--- config.mk ---
export PLATFORM = sky130hd
export DESIGN_NAME = ser_frame_router_flat
export DESIGN_NICKNAME = d
export VERILOG_FILES = /design/src/rtl/ser_frame_router_if.sv /design/src/rtl/ser_frame_router.sv /design/src/flat_wrapper.sv
export SDC_FILE = /design/constraint.sdc
export NUM_CORES = 1
export LEC_CHECK = 0
export ABC_AREA = 0
export BUFFER_PORTS_ARGS = -buffer_cell sky130_fd_sc_hd__buf_2
export CAP_MARGIN = 20
export CORE_MARGIN = 3
export CORE_UTILIZATION = 35
export DETAILED_ROUTE_END_ITERATION = 7
export PLACE_DENSITY = 0.56
export SYNTH_ARGS = -nofsm -noshare
export SYNTH_HDL_FRONTEND = slang
export SYNTH_SLANG_ARGS = --single-unit
--- constraint.sdc ---
create_clock -name clk -period 1.65 [get_ports clk]
set_clock_uncertainty 0.05 [all_clocks]
set_input_delay 0 -clock clk [delete_from_list [all_inputs] [get_ports clk]]
set_output_delay 0 -clock clk [all_outputs]
set_load 0.02 [all_outputs]
--- src/rtl/ser_frame_router_if.sv ---
// Serial framing bus between the frame router and its neighbours.
// The slave side is the router: it consumes serIn and drives the payload,
// port steer and frame status signals toward the demux.
interface ser_frame_router_if #(
  parameter int ADDR_W = 2
);
  logic                   serIn;
  logic                   serOut;
  logic [2**ADDR_W-1:0]   portEn;
  logic                   busy;
  logic                   frameDone;
  logic                   frameErr;

  modport master (
    output serIn,
    input  serOut,
    input  portEn,
    input  busy,
    input  frameDone,
    input  frameErr
  );

  modport slave (
    input  serIn,
    output serOut,
    output portEn,
    output busy,
    output frameDone,
    output frameErr
  );
endinterface

--- src/rtl/ser_frame_router.sv ---
// Serial frame router: decodes start / address / count / payload / stop
// from a one-bit-per-clock stream and steers each payload bit to the
// addressed demux port with a one-hot enable. All outputs are registered.
module ser_frame_router #(
  parameter int ADDR_W = 2,
  parameter int CNT_W  = 4
) (
  input  logic             clk,
  input  logic             rst,
  ser_frame_router_if.slave bus
);

  localparam int NPORT = 2**ADDR_W;
  localparam int MAXF  = (ADDR_W > CNT_W) ? ADDR_W : CNT_W;
  localparam int BC_W  = $clog2(MAXF + 1);

  typedef enum logic [2:0] {
    IDLE  = 3'd0,
    ADDR  = 3'd1,
    COUNT = 3'd2,
    DATA  = 3'd3,
    STOP  = 3'd4
  } state_e;

  state_e             state_q, state_d;
  logic [ADDR_W-1:0]  addr_q, addr_d;
  logic [CNT_W-1:0]   cnt_q, cnt_d;
  logic [CNT_W-1:0]   rem_q, rem_d;
  logic [BC_W-1:0]    bit_q, bit_d;
  logic               ser_out_q, ser_out_d;
  logic [NPORT-1:0]   port_en_q, port_en_d;
  logic               busy_q, busy_d;
  logic               done_q, done_d;
  logic               err_q, err_d;

  // Header fields are shifted in MSB first; these are the post-shift values.
  logic [ADDR_W-1:0]  addr_shift_s;
  logic [CNT_W-1:0]   cnt_shift_s;

  // Shift helpers for assembling header fields from the serial line.
  always_comb begin
    addr_shift_s = (addr_q << 1) | ADDR_W'(bus.serIn);
    cnt_shift_s  = (cnt_q << 1) | CNT_W'(bus.serIn);
  end

  // Next-state and next-output decode for the framing FSM.
  always_comb begin
    state_d   = state_q;
    addr_d    = addr_q;
    cnt_d     = cnt_q;
    rem_d     = rem_q;
    bit_d     = bit_q;
    ser_out_d = 1'b1;
    port_en_d = '0;
    done_d    = 1'b0;
    err_d     = 1'b0;

    case (state_q)
      IDLE: begin
        if (bus.serIn == 1'b0) begin
          state_d = ADDR;
          bit_d   = '0;
        end else begin
          state_d = IDLE;
        end
      end

      ADDR: begin
        addr_d = addr_shift_s;
        if (bit_q == BC_W'(ADDR_W - 1)) begin
          state_d = COUNT;
          bit_d   = '0;
        end else begin
          bit_d = bit_q + BC_W'(1);
        end
      end

      COUNT: begin
        cnt_d = cnt_shift_s;
        if (bit_q == BC_W'(CNT_W - 1)) begin
          bit_d = '0;
          // A zero-length frame goes straight to the stop bit.
          if (cnt_shift_s == '0) begin
            state_d = STOP;
          end else begin
            state_d = DATA;
            rem_d   = cnt_shift_s;
          end
        end else begin
          bit_d = bit_q + BC_W'(1);
        end
      end

      DATA: begin
        ser_out_d = bus.serIn;
        port_en_d = NPORT'(1'b1) << addr_q;
        rem_d     = rem_q - CNT_W'(1);
        if (rem_q == CNT_W'(1)) begin
          state_d = STOP;
        end else begin
          state_d = DATA;
        end
      end

      STOP: begin
        // The stop bit is consumed here whatever its value; no re-use as start.
        state_d = IDLE;
        if (bus.serIn == 1'b1) begin
          done_d = 1'b1;
        end else begin
          err_d = 1'b1;
        end
      end

      default: begin
        state_d = IDLE;
      end
    endcase

    busy_d = (state_d != IDLE);
  end

  // State and registered outputs; async reset drops any partial frame.
  always_ff @(posedge clk or posedge rst) begin
    if (rst) begin
      state_q   <= IDLE;
      addr_q    <= '0;
      cnt_q     <= '0;
      rem_q     <= '0;
      bit_q     <= '0;
      ser_out_q <= 1'b1;
      port_en_q <= '0;
      busy_q    <= 1'b0;
      done_q    <= 1'b0;
      err_q     <= 1'b0;
    end else begin
      state_q   <= state_d;
      addr_q    <= addr_d;
      cnt_q     <= cnt_d;
      rem_q     <= rem_d;
      bit_q     <= bit_d;
      ser_out_q <= ser_out_d;
      port_en_q <= port_en_d;
      busy_q    <= busy_d;
      done_q    <= done_d;
      err_q     <= err_d;
    end
  end

  assign bus.serOut    = ser_out_q;
  assign bus.portEn    = port_en_q;
  assign bus.busy      = busy_q;
  assign bus.frameDone = done_q;
  assign bus.frameErr  = err_q;

endmodule

--- src/flat_wrapper.sv ---
// flat-port wrapper written by rule: the top's interface ports become plain ports
module ser_frame_router_flat 
#(
  parameter int ADDR_W = 2,
  parameter int CNT_W  = 4
)
  (clk, rst, bus_serIn, bus_serOut, bus_portEn, bus_busy, bus_frameDone, bus_frameErr);
  ser_frame_router_if #(.ADDR_W(ADDR_W)) bus_i ();
  input  logic clk;
  input  logic rst;
  input wire logic [$bits(bus_i.serIn)-1:0] bus_serIn;
  output wire logic [$bits(bus_i.serOut)-1:0] bus_serOut;
  output wire logic [$bits(bus_i.portEn)-1:0] bus_portEn;
  output wire logic [$bits(bus_i.busy)-1:0] bus_busy;
  output wire logic [$bits(bus_i.frameDone)-1:0] bus_frameDone;
  output wire logic [$bits(bus_i.frameErr)-1:0] bus_frameErr;
  assign bus_i.serIn = bus_serIn;
  assign bus_serOut = bus_i.serOut;
  assign bus_portEn = bus_i.portEn;
  assign bus_busy = bus_i.busy;
  assign bus_frameDone = bus_i.frameDone;
  assign bus_frameErr = bus_i.frameErr;
  ser_frame_router #(.ADDR_W(ADDR_W), .CNT_W(CNT_W)) u_core (.clk(clk), .rst(rst), .bus(bus_i));
endmodule
==> impl_metrics.json <==
{
  "arrival_ns": 1.80,
  "io_pins": 11,
  "dr_total_vias": 944,
  "crit_path_end_kind": "flop",
  "outcome": "finished, final reports clean",
  "ant_nets": 0,
  "clock-sinks": 23,
  "first_global_vias": 928,
  "cts_tree": "built",
  "crit_start": "u_core.bit_q[1]$_DFFE_PP0P_",
  "path_max_fanout": 3,
  "grt_max_degree": 16,
  "clkSlewWorstSetupHoldPaths_ns": 0.13,
  "grt_overflow": 0,
  "yosys_warnings": 0,
  "max_freq_mhz": 616,
  "grt_pass1_wl_um": 4320,
  "area_growth_pct": 19.2,
  "rsz0062_at_grt": "yes",
  "clock_path_buffers": 2,
  "dr.pass1.iters": 5,
  "cts_htree_levels": 1,
  "crit_buf_inv": 0,
  "worst_pin_slew_ns": 0.394,
  "yosysTopAreaCell": "dfrtp_1",
  "path_delay_family": "flip-flops",
  "synth_area_um2": 1180,
  "cts_root_buf": "clkbuf_4",
  "maxCapViolCount": 0,
  "r2r_start": "u_core.bit_q[1]$_DFFE_PP0P_",
  "maxSlewViolCount": 0,
  "synth-seq-area-share_pct": 48.7,
  "finalCritPeriodShare_pct": 98.5,
  "viasPerCell": 5.36,
  "cpMaxStageDelayCell": "dfrtp_1",
  "synth_top_area_share_pct": 46.5,
  "die_area_um2": 4120,
  "ys_ff_latch": 23,
  "drive_gt1_share_pct": 28.0,
  "fin_crit_ns": 1.62,
  "io_buffer_count": 10,
  "diodes": 0,
  "wl_um": 2440,
  "whs_ns": 0.126,
  "hold_viol_final": 0,
  "syn_inst": 111,
  "cp_slowest_stage_delay_ns": 0.42,
  "crit_chain": "ha_2, ha_4, or3b_1, o31a_1, o31ai_1",
  "powerDensity_nw_per_um2": 1770,
  "crit_type": "flop to flop",
  "cp-start-kind": "flop",
  "start_util_pct": 37.6,
  "core_area_um2": 3150,
  "avgSynthCellArea_um2": 10.7,
  "numCtsBuffers": 3,
  "synth_nets": 120,
  "layout_setup_ws_ns": 0.0255,
  "fillers": 297,
  "antenna_found_initial": 0,
  "clk_latency_ns": 0.32,
  "synth_cell_type_count": 39,
  "worstHoldPathType": "input port to asynchronous set/reset pin",
  "die_h_um": 64.2,
  "synth_area_leaders": "dfrtp_1, ha_1, mux2_2",
  "gp_congestion": 0.824,
  "power_leakage_nw": 0.646,
  "route.detailed.drc": 0,
  "wl_per_cell_um": 13.8,
  "ir_drop_mv": 0.722,
  "crit_required_ns": 1.83,
  "die-width_um": 64.2,
  "setup_viol": 0,
  "final_nets": 142,
  "slew_headroom_pct": 73.5,
  "dp_hpwl_um": 1800,
  "placementRows": 20,
  "dp_worst_setup_slack_ns": -0.0000518,
  "grt_usage_pct": 13.1,
  "first_iter_violations": 68
}
[cell type report]
class                      instances  area (µm²)  area share (%)
multi-input combinational         70         556            39.3
tap                               44        55.1            3.90
clock inverter                     1        5.00           0.354
inverter                          12        45.0            3.19
clock buffer                       3        22.5            1.59
sequential                        23         577            40.8
timing repair buffer              23         153            10.8
[placed cells by master, fill, tap and decap left out, drive strengths merged]
master and n:
o41ai 1, clkinv 1, nor2b 2, mux2 5, o32a 1, dfrtp 22
and3 1, buf 21, a32oi 1, nor4bb 1, dfstp 1, ha 6
o21ai 4, o31ai 4, a21bo 1, a221o 1, nand2b 1, nor3 3
nor2 5, or3b 1, o31a 1, nand3b 4, nand2 3, dlygate4sd3 2
o211ai 1, nor4 5, a211o 1, a21o 2, nand3 3, mux2i 1
nor3b 2, nand4bb 1, clkbuf 3, o2111ai 1, a21oi 1, inv 12
a22o 1, o221ai 2, a31oi 3
[power by group]
part	total [mW]	internal (mW)	switching, mW
Combinational	1.23	0.611	0.620
Sequential	1.00	0.778	0.226
Clock	0.265	0.0907	0.174
[through the flow]
stage / util (%) / instance area (µm²) / total power [mW] / TNS, ns / instances
floorplan: - / 1210 / 1.85 / 0 / 111
global placement: 42.9 / 1350 / 2.18 / 0 / 169
detailed placement: 42.9 / 1350 / 2.22 / -0.0000518 / 169
CTS: 44.6 / 1410 / 2.50 / 0 / 176
global route: 44.8 / 1410 / 2.73 / -0.119 / 176
finish: 44.8 / 1410 / 2.50 / 0 / 176
[synth_stat cells, drive strengths merged]
| master | n |
|---|---|
| dfrtp | 22 |
| inv | 12 |
| ha | 6 |
| mux2 | 5 |
| nor2 | 5 |
| nor4 | 5 |
| nand3b | 4 |
| o21ai | 4 |
| o31ai | 4 |
| a31oi | 3 |
| buf | 3 |
| clkbuf | 3 |
| nand2 | 3 |
| nand3 | 3 |
| nor3 | 3 |
| a21o | 2 |
| nor2b | 2 |
| nor3b | 2 |
| o221ai | 2 |
| a211o | 1 |
| a21bo | 1 |
| a21oi | 1 |
| a221o | 1 |
| a22o | 1 |
| a32oi | 1 |
| and3 | 1 |
| dfstp | 1 |
| mux2i | 1 |
| nand2b | 1 |
| nand4bb | 1 |
| nor4bb | 1 |
| o2111ai | 1 |
| o211ai | 1 |
| o31a | 1 |
| o32a | 1 |
| o41ai | 1 |
| or3b | 1 |
[tightest hold or removal path, cell delays in order]
cell and delay (ns):
dlygate4sd3_1 0.53, buf_2 0.12, inv_1 0.28
[flip-flops by register name, summed over array words and instances, names as in the netlist]
signal	flops
u_core.bus.frameDone	1
u_core.bus.busy	1
u_core.bus.serOut	1
u_core.cnt_q	3
u_core.bus.frameErr	1
u_core.addr_q	2
u_core.rem_q	4
u_core.state_q	3
u_core.bus.portEn	4
u_core.bit_q	3
[kinds of logic after synthesis]
logic type | after synthesis | synth area share (%)
compound gates | 26 | 16.6
fa+ha+maj | 6 | 6.34
buf+inv | 18 | 6.23
flops | 23 | 48.7
mux | 6 | 5.60
simple gates | 32 | 16.6
[metal layers]
layer  up-vias  global-route usage, %  wire length, µm
met5         -                      0                0
met4         0                   4.22               34
met3         4                   4.04              120
met2        32                   20.8             1150
met1       459                   17.1             1130
li1        449                      -                -
[final timing paths]
check / endpoint / slack, ns / cells past startpoint
worst max-delay path: u_core.bit_q[1]$_DFFE_PP0P_ / 0.03 / 5
worst min-delay path: u_core.bit_q[2]$_DFFE_PP0P_ / 0.13 / 3
worst max register to register: u_core.bit_q[1]$_DFFE_PP0P_ / 0.03 / 5
worst min register to register: u_core.bus.portEn[1]$_DFF_PP0_ / 0.45 / 1
max in group asynchronous: u_core.bus.serOut$_DFF_PP1_ / 0.83 / 4
min in group clk: u_core.bus.frameErr$_DFF_PP0_ / 0.44 / 3
[timing repair]
item,in CTS,in global routing
hold endpoints to repair,25,0
hold buffers,2,0
pin swaps,1,0
setup buffers,1,0
endpoints found under the setup margin,2,4
cloned,0,0
gates resized for setup,0,2
Note: power is estimated with default switching activity, not from simulation.
